File: src/rtl/ifu_fetch_pkg.sv
// Shared constants and state encodings for the instruction fetch unit.
package ifu_fetch_pkg;

   localparam logic [31:0] RESET_PC = 32'h8000_0000;

   localparam logic [1:0] AXI_RESP_OKAY   = 2'b00;
   localparam logic [1:0] AXI_RESP_EXOKAY = 2'b01;
   localparam logic [1:0] AXI_RESP_SLVERR = 2'b10;
   localparam logic [1:0] AXI_RESP_DECERR = 2'b11;

   typedef enum logic [1:0] {
      ST_IDLE,
      ST_AR,
      ST_R,
      ST_OUT
   } fetch_state_e;

endpackage

File: src/rtl/ifu_pc_gen.sv
// PC register and latched AR request address.
// Priority: reset, then redirect, then sequential advance.
module ifu_pc_gen #(
   parameter int                ADDR_W   = 32,
   parameter logic [ADDR_W-1:0] RESET_PC = '0
) (
   input  logic              clk,
   input  logic              rst,
   input  logic              redirect_valid,
   input  logic [ADDR_W-1:0] redirect_pc,
   input  logic              advance,
   input  logic              load_req,
   output logic [ADDR_W-1:0] pc,
   output logic [ADDR_W-1:0] req_addr
);

   logic [ADDR_W-1:0] pc_next;

   always_comb begin
      pc_next = pc;
      if (redirect_valid)
         pc_next = {redirect_pc[ADDR_W-1:2], 2'b00};
      else if (advance)
         pc_next = pc + ADDR_W'(4);
   end

   // req_addr samples the PC being issued so a redirect
   // cannot disturb an AR that is already pending.
   always_ff @(posedge clk) begin
      if (rst) begin
         pc       <= RESET_PC;
         req_addr <= RESET_PC;
      end else begin
         pc <= pc_next;
         if (load_req)
            req_addr <= pc_next;
      end
   end

endmodule

File: src/rtl/ifu_fetch.sv
// Instruction fetch: one outstanding AXI4-Lite read per instruction,
// valid/ready toward the IFU/IDU register, redirect with response drop.
module ifu_fetch
   import ifu_fetch_pkg::*;
#(
   parameter int                ADDR_W   = 32,
   parameter int                DATA_W   = 32,
   parameter logic [ADDR_W-1:0] RESET_PC = ADDR_W'(ifu_fetch_pkg::RESET_PC)
) (
   input  logic              clk,
   input  logic              rst,
   input  logic              redirect_valid_i,
   input  logic [ADDR_W-1:0] redirect_pc_i,
   output logic              arvalid_o,
   input  logic              arready_i,
   output logic [ADDR_W-1:0] araddr_o,
   input  logic              rvalid_i,
   output logic              rready_o,
   input  logic [DATA_W-1:0] rdata_i,
   input  logic [1:0]        rresp_i,
   output logic              valid_o,
   input  logic              ready_i,
   output logic [ADDR_W-1:0] pc_o,
   output logic [DATA_W-1:0] inst_o,
   output logic              fault_o
);

   fetch_state_e      state, state_next;
   logic              drop, drop_next;
   logic              capture, advance, load_req;
   logic [DATA_W-1:0] inst;
   logic              fault;
   logic [ADDR_W-1:0] pc, req_addr;

   always_comb begin
      state_next = state;
      drop_next  = drop;
      unique case (state)
         ST_IDLE: state_next = ST_AR;
         ST_AR: begin
            if (arready_i)
               state_next = ST_R;
            if (redirect_valid_i)
               drop_next = 1'b1;
         end
         ST_R: begin
            // A beat arriving with a redirect is the stale one itself,
            // so it is consumed here and nothing is left to drop.
            if (rvalid_i) begin
               drop_next  = 1'b0;
               state_next = (drop || redirect_valid_i) ? ST_AR : ST_OUT;
            end else if (redirect_valid_i) begin
               drop_next = 1'b1;
            end
         end
         ST_OUT: begin
            if (ready_i || redirect_valid_i)
               state_next = ST_AR;
         end
         default: state_next = ST_IDLE;
      endcase
   end

   assign capture  = (state == ST_R) && rvalid_i
                     && !drop && !redirect_valid_i;
   assign advance  = (state == ST_OUT) && ready_i;
   assign load_req = (state_next == ST_AR) && (state != ST_AR);

   always_ff @(posedge clk) begin
      if (rst) begin
         state <= ST_IDLE;
         drop  <= 1'b0;
         inst  <= '0;
         fault <= 1'b0;
      end else begin
         state <= state_next;
         drop  <= drop_next;
         if (capture) begin
            inst  <= rdata_i;
            fault <= (rresp_i != AXI_RESP_OKAY);
         end
      end
   end

   ifu_pc_gen #(
      .ADDR_W   (ADDR_W),
      .RESET_PC (RESET_PC)
   ) u_pc_gen (
      .clk            (clk),
      .rst            (rst),
      .redirect_valid (redirect_valid_i),
      .redirect_pc    (redirect_pc_i),
      .advance        (advance),
      .load_req       (load_req),
      .pc             (pc),
      .req_addr       (req_addr)
   );

   assign arvalid_o = (state == ST_AR);
   assign rready_o  = (state == ST_R);
   assign valid_o   = (state == ST_OUT);
   assign araddr_o  = req_addr;
   assign pc_o      = pc;
   assign inst_o    = inst;
   assign fault_o   = fault;

endmodule

File: config.mk
export PLATFORM = sky130hd
export DESIGN_NAME = ifu_fetch
export DESIGN_NICKNAME = d
export VERILOG_FILES = /design/src/rtl/ifu_fetch_pkg.sv /design/src/rtl/ifu_pc_gen.sv /design/src/rtl/ifu_fetch.sv
export SDC_FILE = /design/constraint.sdc
export NUM_CORES = 1
export LEC_CHECK = 0
export CAP_MARGIN = 20
export CORE_MARGIN = 2
export CORE_UTILIZATION = 43
export CTS_CLUSTER_SIZE = 24
export DETAILED_ROUTE_END_ITERATION = 10
export HOLD_SLACK_MARGIN = 0.12
export PLACE_DENSITY = 0.87
export SKIP_CTS_REPAIR_TIMING = 1
export SLEW_MARGIN = 20
export SYNTH_ARGS = -nofsm -noshare
export SYNTH_HDL_FRONTEND = slang
export SYNTH_SLANG_ARGS = --single-unit
File: constraint.sdc
create_clock -name clk -period 2.25 [get_ports clk]
set_clock_uncertainty 0.05 [all_clocks]
set_input_delay 0.45 -clock clk [delete_from_list [all_inputs] [get_ports clk]]
set_output_delay 0.45 -clock clk [all_outputs]
set_load 0.02 [all_outputs]
# Yosys cells after proc, flatten, opt, wreduce, memory -nomap -nowiden
# Index checks and enable logic that the tools add are counted.
[word_totals]
ff_bits = 100
out_inout_bits = 100
in_bits = 72
[op_classes]
n_addsub = 1
reduce_logical = 12
mux = 10
n_eq_ne = 5
[op_table]
columns = ["op", "count"]
rows = [
  ["32-bit 2-to-1 mux", 2],
  ["32-bit by 3-bit adder with 32-bit output (second input constant)", 1],
  ["2-bit 2-to-1 mux", 4],
  ["2-bit case mux with 4 select lines", 1],
  ["1-bit logical AND", 5],
  ["2-bit by 1-bit == test with 1-bit output (second input constant)", 2],
  ["2-bit == test (second input constant)", 2],
  ["2-bit nonzero test", 2],
  ["1-bit logical NOT", 2],
  ["2-bit logical NOT", 1],
  ["1-bit logical OR", 2],
  ["1-bit 2-to-1 mux", 2],
  ["2-bit by 1-bit != test with 1-bit output (second input constant)", 1],
  ["1-bit case mux with 2 select lines", 1],
]

# Longest topological paths before layout
# Gate-level depths: netlist of the first run.
[depth]
ltp_word = 6
depth_mapped = 10
mapped_depth_nobuf = 8

# Hierarchy
# A second synthesis of the first run with hierarchy kept.
[unflattened]
cells_unflattened = 509
area_unflattened_um2 = 4413.0
[by_module_without_submodules]
columns = ["module", "cells_each", "instances", "seq_area_each_um2", "area_each_um2"]
rows = [
  ["ifu_pc_gen", 337, 1, 1281.2, 2930.3],
  ["ifu_fetch", 172, 1, 720.7, 1482.7],
]

# Worst setup path after synthesis of the first run
# OpenSTA, ideal clock, no wires.
[synth_path]
path_kind = "flip-flop to flip-flop"
start = "reg state[1]"
end = "reg u_pc_gen.req_addr[25]"
setup_slack_ns = 0.065
synth_period_minus_slack_ns = 2.185
arrival_ns = 2.039
setup_time_ns = 0.096
path_buffers = 0
stages_incl_launch_ff = 8
path_cell_list = "dfxtp_1 > ha_1 > nand4_4 > nor4_4 > nand4_1 > xnor2_1 > nor2_1 > o41ai_2"
[synth_between]
elab_chain_cells = 4
elab_cells_between_ends = 14
[synth_rtl]
columns = ["element", "line_no", "rtl"]
rows = [
  ["from (decl)", "ifu_fetch.sv:28", "fetch_state_e state, state_next;"],
  ["from (signal assigned)", "ifu_fetch.sv:76", "state <= state_next;"],
  ["2-bit == test (*)", "--", ""],
  ["via valid_o", "ifu_fetch.sv:21", "output logic valid_o,"],
  ["2-bit case mux with 4 select lines / 1-bit logical AND (equally long branches)", "ifu_fetch.sv:38, ifu_fetch.sv:66", ""],
  ["2-bit by 1-bit == test with 1-bit output / 32-bit 2-to-1 mux (equally long branches)", "ifu_fetch.sv:67, ifu_pc_gen.sv:23", ""],
  ["1-bit logical AND / 32-bit 2-to-1 mux (equally long branches)", "ifu_fetch.sv:67, ifu_pc_gen.sv:21", ""],
  ["to (signal assigned)", "ifu_pc_gen.sv:36", "req_addr <= pc_next;"],
  ["to (decl)", "ifu_pc_gen.sv:14", "output logic [ADDR_W-1:0] req_addr"],
]
# Mark *: on every way through the listed nets, which the timed path passes. The rest lies on a longest branch.
# A chain may end at the register's enable or synchronous reset.

# Final worst setup path of the first run
[layout_path]
start = "reg state[1]"
end = "out arvalid_o"
[layout_between]
elab_chain_cells = 1
[layout_rtl]
columns = ["element", "line_no", "rtl"]
rows = [
  ["2-bit by 1-bit == test with 1-bit output", "ifu_fetch.sv:99", "assign arvalid_o = (state == ST_AR);"],
  ["to (decl)", "ifu_fetch.sv:14", "output logic arvalid_o,"],
]
# Every way passes these cells.

==> run summary, run 1 <==
• **startpoint of the worst register-to-register path** state[0]
• **CTS tree** yes
• **post-detailed-route wirelength per cell** 15.6 um
• **dominant combinational cell family by area after synthesis** simple AND/OR/NAND/NOR gates
• **static leakage** 2.39 nW
• **global-route usage over all layers** 23.0%
• **final design utilization** 66.0%
• **total power divided by cell area** 608 nW/um^2
• **largest net degree at the start of global routing** 83
• **average cell area after synthesis** 8.46 um^2
• **finished layout cell area** 6400 um^2
• **number of diodes added for antenna fixing** 0
• **Area Overhead vs Synth** 50.9%
• **adder and majority gate portion of the synthesized area** 1.77%
• **worst relative slew slack** 41.4%
• **multiplexer share of the synthesized area** 2.13%
• **number of clock sinks** 100
• **Die H** 103 um
• **final global-route overflow total** 0
• **CP endpoint** arvalid_o
• **parity-gate share of the synthesized area counting xor and xnor cells** 5.37%
• **number of antenna violations at the first check in global routing** 0
• **net count of the mapped netlist** 579
• **sequential element share of the synthesized area** 47.2%
• **vias in the first global route** 3992
• **minimum clock period** 2.15 ns
• **Synth area leader** dfxtp_1
• **starting utilization of the core area** 43.8%
• **number of CTS-inserted buffers** 9
• **post-DP HPWL** 9.20 mm
• **Hold/Removal Path Class** reg -> reg
• **depth of the worst register-to-register path** 10
• **weighted congestion reported at the end of routability-driven placement** 0.811
• **standard cell core area** 9680 um^2
• **share of Yosys cell area claimed by the top area cell type** 47.2%
• **max-slew violation count** 0
• **sum of internal, switching and leakage power** 3.89 mW
• **CTS max path bufs** 2
• **fraction of power spent switching nets** 28.0%
• **setup repair after global routing missed its margin** no
• **slack of the critical path** 0.103 ns
• **run status** finished, final reports clean
• **largest fanout on the critical path** 7
• **number of distinct standard cells referenced by the synthesized netlist** 47
• **required time of the critical path** 1.75 ns
• **arrival time reported for the critical path endpoint** 1.65 ns
• **RR Endpoint** u_pc_gen.req_addr[12]
• **Setup WS pre-CTS** -0.269 ns
• **total length of routed wires** 12.6 mm
• **remaining design rule violation count** 0
• **fraction of the mapped netlist area in simple logic gates** 25.8%
• **detailed router's first-iteration violation count** 146
• **Final ANT Viol Nets** 0
• **share of flip-flops with an asynchronous set or reset after synthesis** 0%
• **total net switching power** 1.09 mW
• **compound-gate portion of the synthesized area** 14.0%
• **final-report hold violation count** 0
• **Placed Area** 6150 um^2
• **nature of the critical path startpoint** flip-flop
• **vias** 4147
• **Cell Count Post-Placement** 792
• **count of port buffers added during placement** 169
• **share of power burned in registers** 49.8%
• **count of flip-flops with a built-in enable after synthesis** 0
• **Netlist Area Pre-Place** 4240 um^2
• **layout cell share with drive strength beyond 1** 8.44%
• **crit path capture type** primary output
• **critical path type** reg -> out
• **worst hold path stage count** 2
• **number of nets at the end of the flow** 748
• **mean number of vias per cell** 5.13
• **deepest level of the CTS H-tree** 3
• **origin of the worst setup path** state[1]
• **cell types with the largest area share after synthesis** dfxtp_1 (47%), nand2_1 (7.7%), a21oi_1 (6.3%)
• **slew of the pin with the lowest slew margin** 0.879 ns
• **dominant register cell in the synthesized netlist** dfxtp_1
• **count of mapped cells out of synthesis** 501
• **clock root cell** clkbuf_8
• **clock latency on the worst-skew pair** 0.36 ns
• **most common cell after layout, fill and taps aside** clkdlybuf4s50_1
• **VDD IR-drop max** 0.000342 V
• **internal power** 2.80 mW
• **horizontal die dimension** 103 um
• **I/O pin total** 172
• **clock power share** 31.4%
• **overall die area** 10700 um^2
• **Setup Viol. Count Final** 0
• **post-synthesis sequential element count** 100
• **DR pass1 iterations** 4
• **# rows** 36
• **f_max** 466 MHz
• **clock transition at the register clock pins on the worst setup and hold paths after CTS** 0.10 ns
• **post-route non-filler standard cell count** 808
• **max-capacitance violation count** 0
• **register-to-register setup slack** 0.15 ns
• **most used cells in the layout excluding fill and tap cells** clkdlybuf4s50_1 (164), dfxtp_1 (98), nand2_1 (86)
• **fraction of power consumed by combinational cells** 18.8%
• **first-pass GRT wire length** 19.2 mm
• **post-route fraction of the period consumed by the critical path** 95.4%
• **Yosys warnings** 0
-- per-stage QoR --
stage                     TNS, ns  hold slack (ns)
final                           0            0.409
after global routing            0            0.425
after CTS                  -0.247            0.410
after detailed placement    -6.89            0.396
after global placement      -4.90            0.390
after floorplan                 0            0.457
-- registers in the layout, indices dropped and copies added (netlist names) --
register	flops
fault_o	1
u_pc_gen.req_addr	32
drop	1
inst_o	32
u_pc_gen.pc	32
state	2
-- critical path, cell delays in order, from the launching register on --
cell and delay (ns):
dfxtp_2 0.37, inv_1 0.10, ha_1 0.20, clkdlybuf4s50_1 0.62
-- kinds of logic (layout without fill, tap and decap cells) --
kind of cell             Yosys count  in the layout
XOR/XNOR                          26             26
adder cells (fa/ha/maj)            6              6
flip-flops                       100            100
AND/OR/NAND/NOR                  226            226
AO/OA/AOI/OAI                     95             95
buffers and inverters             39            213
multiplexers                       9              9
-- worst min path at each step --
stage / from / endpoint / slack (ns)
2_1_floorplan: drop / drop / 0.46
3_3_place_gp: inst_o[20] / inst_o[20] / 0.39
3_5_place_dp: inst_o[24] / inst_o[24] / 0.40
4_1_cts: redirect_valid_i / drop / 0.41
5_1_grt: inst_o[2] / inst_o[2] / 0.43
6_report: inst_o[29] / inst_o[29] / 0.41
-- power groups by stage --
stage | logic [mW] | registers [mW] | clock network, mW
floorplan | 0.249 | 2.06 | 0
CTS | 0.732 | 1.94 | 1.24
detailed placement | 0.728 | 1.98 | 0
global route | 0.785 | 1.95 | 1.31
finish | 0.730 | 1.94 | 1.22
global placement | 0.712 | 1.97 | 0
-- layout make-up --
| type | instances | area [um^2] |
|---|---|---|
| Fill cell | 787 | 3290 |
| Multi-Input combinational cell | 362 | 2120 |
| Sequential cell | 100 | 2000 |
| Timing Repair Buffer | 188 | 1860 |
| Tap cell | 133 | 166 |
| Clock buffer | 11 | 151 |
| Clock inverter | 5 | 60.1 |
| Inverter | 9 | 33.8 |
-- per-layer routing --
layer  track usage [%]  wire, um
met4              6.98       164
met1              27.6      5390
met2              40.8      6140
met5                 0         0
met3              5.44       944
-- synth_stat cells, drive strengths merged (2+ instances only) --
library cell / instances
clkbuf: 17
o211ai: 3
o211a: 3
nor4: 3
nor3: 22
and2: 5
and3: 5
mux2i: 9
ha: 6
a21oi: 53
o21ai: 16
xor2: 4
a211oi: 3
nor2: 52
dfxtp: 100
nor3b: 2
xnor2: 22
buf: 13
nand2: 88
inv: 8
and4: 3
nand3: 29
nand4: 9
o21a: 2
o41ai: 8
nor4bb: 2
nand2b: 4
No activity file was read; power rests on OpenSTA's default activity.
==> inputs of run 2 (changes only) <==
--- a/config.mk
+++ b/config.mk
@@ -11,7 +11,7 @@
 export CTS_CLUSTER_SIZE = 24
 export DETAILED_ROUTE_END_ITERATION = 10
 export HOLD_SLACK_MARGIN = 0.12
-export PLACE_DENSITY = 0.87
+export PLACE_DENSITY = 0.89
 export SKIP_CTS_REPAIR_TIMING = 1
 export SLEW_MARGIN = 20
 export SYNTH_ARGS = -nofsm -noshare
==> run 2 against run 1 <==
Effect of this change: clock-buffer cell count unchanged; routed wire length decreased by 0.55%; non-clock buffer count increased by 3; largest power group unchanged; critical endpoint unchanged.
==> run summary, run 2 (same netlist as run 1, synthesis figures left out) <==
• **crit path capture type** primary output
• **critical path type** reg -> out
• **number of antenna violations at the first check in global routing** 0, unchanged
• **worst relative slew slack** 72.4%, +31 points
• **remaining design rule violation count** 0, unchanged
• **final-report hold violation count** 0, unchanged
• **total power divided by cell area** 592 nW/um^2, -2.6%
• **sum of internal, switching and leakage power** 3.80 mW, -2.2%
• **clock root cell** clkbuf_8
• **Hold/Removal Path Class** reg -> reg
• **number of CTS-inserted buffers** 9, unchanged
• **largest fanout on the critical path** 7, unchanged
• **layout cell share with drive strength beyond 1** 8.70%, +0.26 points
• **static leakage** 2.40 nW, +0.28%
• **most common cell after layout, fill and taps aside** clkdlybuf4s50_1
• **Die H** 103 um, unchanged
• **minimum clock period** 2.13 ns, -0.0157 ns
• **number of diodes added for antenna fixing** 0, unchanged
• **CTS tree** yes
• **number of nets at the end of the flow** 751, +0.40%
• **count of port buffers added during placement** 169, unchanged
• **mean number of vias per cell** 5.22, +1.7%
• **standard cell core area** 9680 um^2, unchanged
• **fraction of power spent switching nets** 27.7%, -0.35 points
• **filler cell count in the final layout** 757, -3.8%
• **DR pass1 iterations** 5, +1
• **deepest level of the CTS H-tree** 3, unchanged
• **total net switching power** 1.05 mW, -3.5%
• **horizontal die dimension** 103 um, unchanged
• **share of power burned in registers** 50.9%, +1.1 points
• **post-detailed-route wirelength per cell** 15.5 um, -0.92%
• **required time of the critical path** 1.75 ns, about the same
• **vias in the first global route** 4055, +1.6%
• **largest net degree at the start of global routing** 83, unchanged
• **nature of the critical path startpoint** flip-flop
• **slew of the pin with the lowest slew margin** 0.413 ns, -0.465 ns
• **VDD IR-drop max** 0.000348 V, +1.5%
• **starting utilization of the core area** 43.8%, unchanged
• **Final ANT Viol Nets** 0, unchanged
• **final design utilization** 66.3%, +0.26 points
• **arrival time reported for the critical path endpoint** 1.63 ns, -0.02 ns
• **cells along the critical path** inv_1 -> ha_1 -> clkdlybuf4s50_1
• **run status** finished, final reports clean
• **delay of the slowest critical-path stage** 0.62 ns, about the same
• **# rows** 36, unchanged
• **total length of routed wires** 12.6 mm, -0.55%
• **Setup Viol. Count Final** 0, unchanged
• **overall die area** 10700 um^2, unchanged
• **f_max** 469 MHz, +0.74%
• **global-route usage over all layers** 22.7%, -0.30 points
• **CP bufs+invs** 2, unchanged
• **most used cells in the layout excluding fill and tap cells** clkdlybuf4s50_1 (164), dfxtp_1 (98), nand2_1 (86)
• **fraction of power consumed by combinational cells** 19.5%, +0.7 points
• **detailed router's first-iteration violation count** 144, -1.4%
• **I/O pin total** 172, unchanged
• **weighted congestion reported at the end of routability-driven placement** 0.840, +3.6%
• **post-route fraction of the period consumed by the critical path** 94.7%, -0.70 points
• **gate family responsible for the most delay along the worst path** buffers and inverters
• **max-slew violation count** 0, unchanged
• **total area of sequential cells** 2000 um^2, unchanged
• **post-DP HPWL** 9.37 mm, +1.9%
• **CTS max path bufs** 2, unchanged
• **register-to-register setup slack** 0.16 ns, about the same
• **first-pass GRT wire length** 19.0 mm, -1.2%
• **max-capacitance violation count** 0, unchanged
• **final global-route overflow total** 0, unchanged
• **Area Overhead vs Synth** 51.5%
• **standard cell with the maximum stage delay on the critical path** clkdlybuf4s50_1
• **clock transition at the register clock pins on the worst setup and hold paths after CTS** 0.09 ns, about the same
• **internal power** 2.75 mW, -1.7%
• **vias** 4232, +2.0%
• **number of clock sinks** 100, unchanged
• **clock latency on the worst-skew pair** 0.35 ns, about the same
• **area of combinational cells with multiple inputs** 2120 um^2, unchanged
• **clock power share** 29.6%, -1.8 points
==> run 2: cell count changes in the layout (fill, tap and decap cells not counted) <==
cell        change
clkinvlp_4      +1
inv_2           +1
clkbuf_8        -2
clkinv_2        -1
buf_6           +2
o41ai_1         +1
o41ai_2         -1
xnor2_1         -1
xnor2_2         +1
clkbuf_1        +2
buf_12          +1
inv_1           -1
==> run 2: final timing paths <==
check / endpoint / start / cells past startpoint
setup / recovery: arvalid_o / state[1] / 3
hold / removal: u_pc_gen.req_addr[16] / u_pc_gen.req_addr[16] / 2
setup reg to reg: u_pc_gen.req_addr[25] / state[0] / 8
hold reg to reg: u_pc_gen.req_addr[16] / u_pc_gen.req_addr[16] / 2
==> run 2: stage by stage <==
step           area [um^2]  cells  setup slack, ns  setup TNS, ns  hold WS [ns]
6_report              6420    811            0.118              0         0.406
5_1_grt               6420    811         -0.00367       -0.00367         0.428
4_1_cts               6380    811           -0.111         -0.216         0.411
3_5_place_dp          6190    795           -0.350          -7.87         0.398
3_3_place_gp          6190    795           -0.241          -5.19         0.392
2_1_floorplan         4240    501           0.0653              0         0.457
==> run 2: power by group through the flow <==
stage          Sequential [mW]  Combinational (mW)  Clock [mW]
5_1_grt                   1.95               0.794        1.22
3_3_place_gp              1.97               0.719           0
6_report                  1.93               0.741        1.12
2_1_floorplan             2.06               0.249           0
3_5_place_dp              1.97               0.738           0
4_1_cts                   1.93               0.741        1.16
==> run 2: cell type report <==
cell class	count	area share, %
multi-input combinational	362	33.1
sequential	100	31.2
timing repair buffer	191	29.6
tap	133	2.59
clock buffer	11	2.05
clock inverter	5	0.974
inverter	9	0.526
==> run 2: worst register-to-register path: stages, from the launching register on <==
cell	delay, ns
dfxtp_2	0.40
ha_2	0.26
nand4_4	0.12
nor4_4	0.29
buf_6	0.17
nand4_1	0.15
xnor2_2	0.18
nor2_1	0.09
o41ai_2	0.31
==> run 2: per-layer routing <==
layer / GRT usage, % / up-vias / wire length (um)
li1: - / 2061 / -
met1: 26.2 / 2001 / 5210
met2: 40.5 / 153 / 6220
met3: 6.59 / 17 / 983
met4: 7.29 / 0 / 165
met5: 0 / - / 0
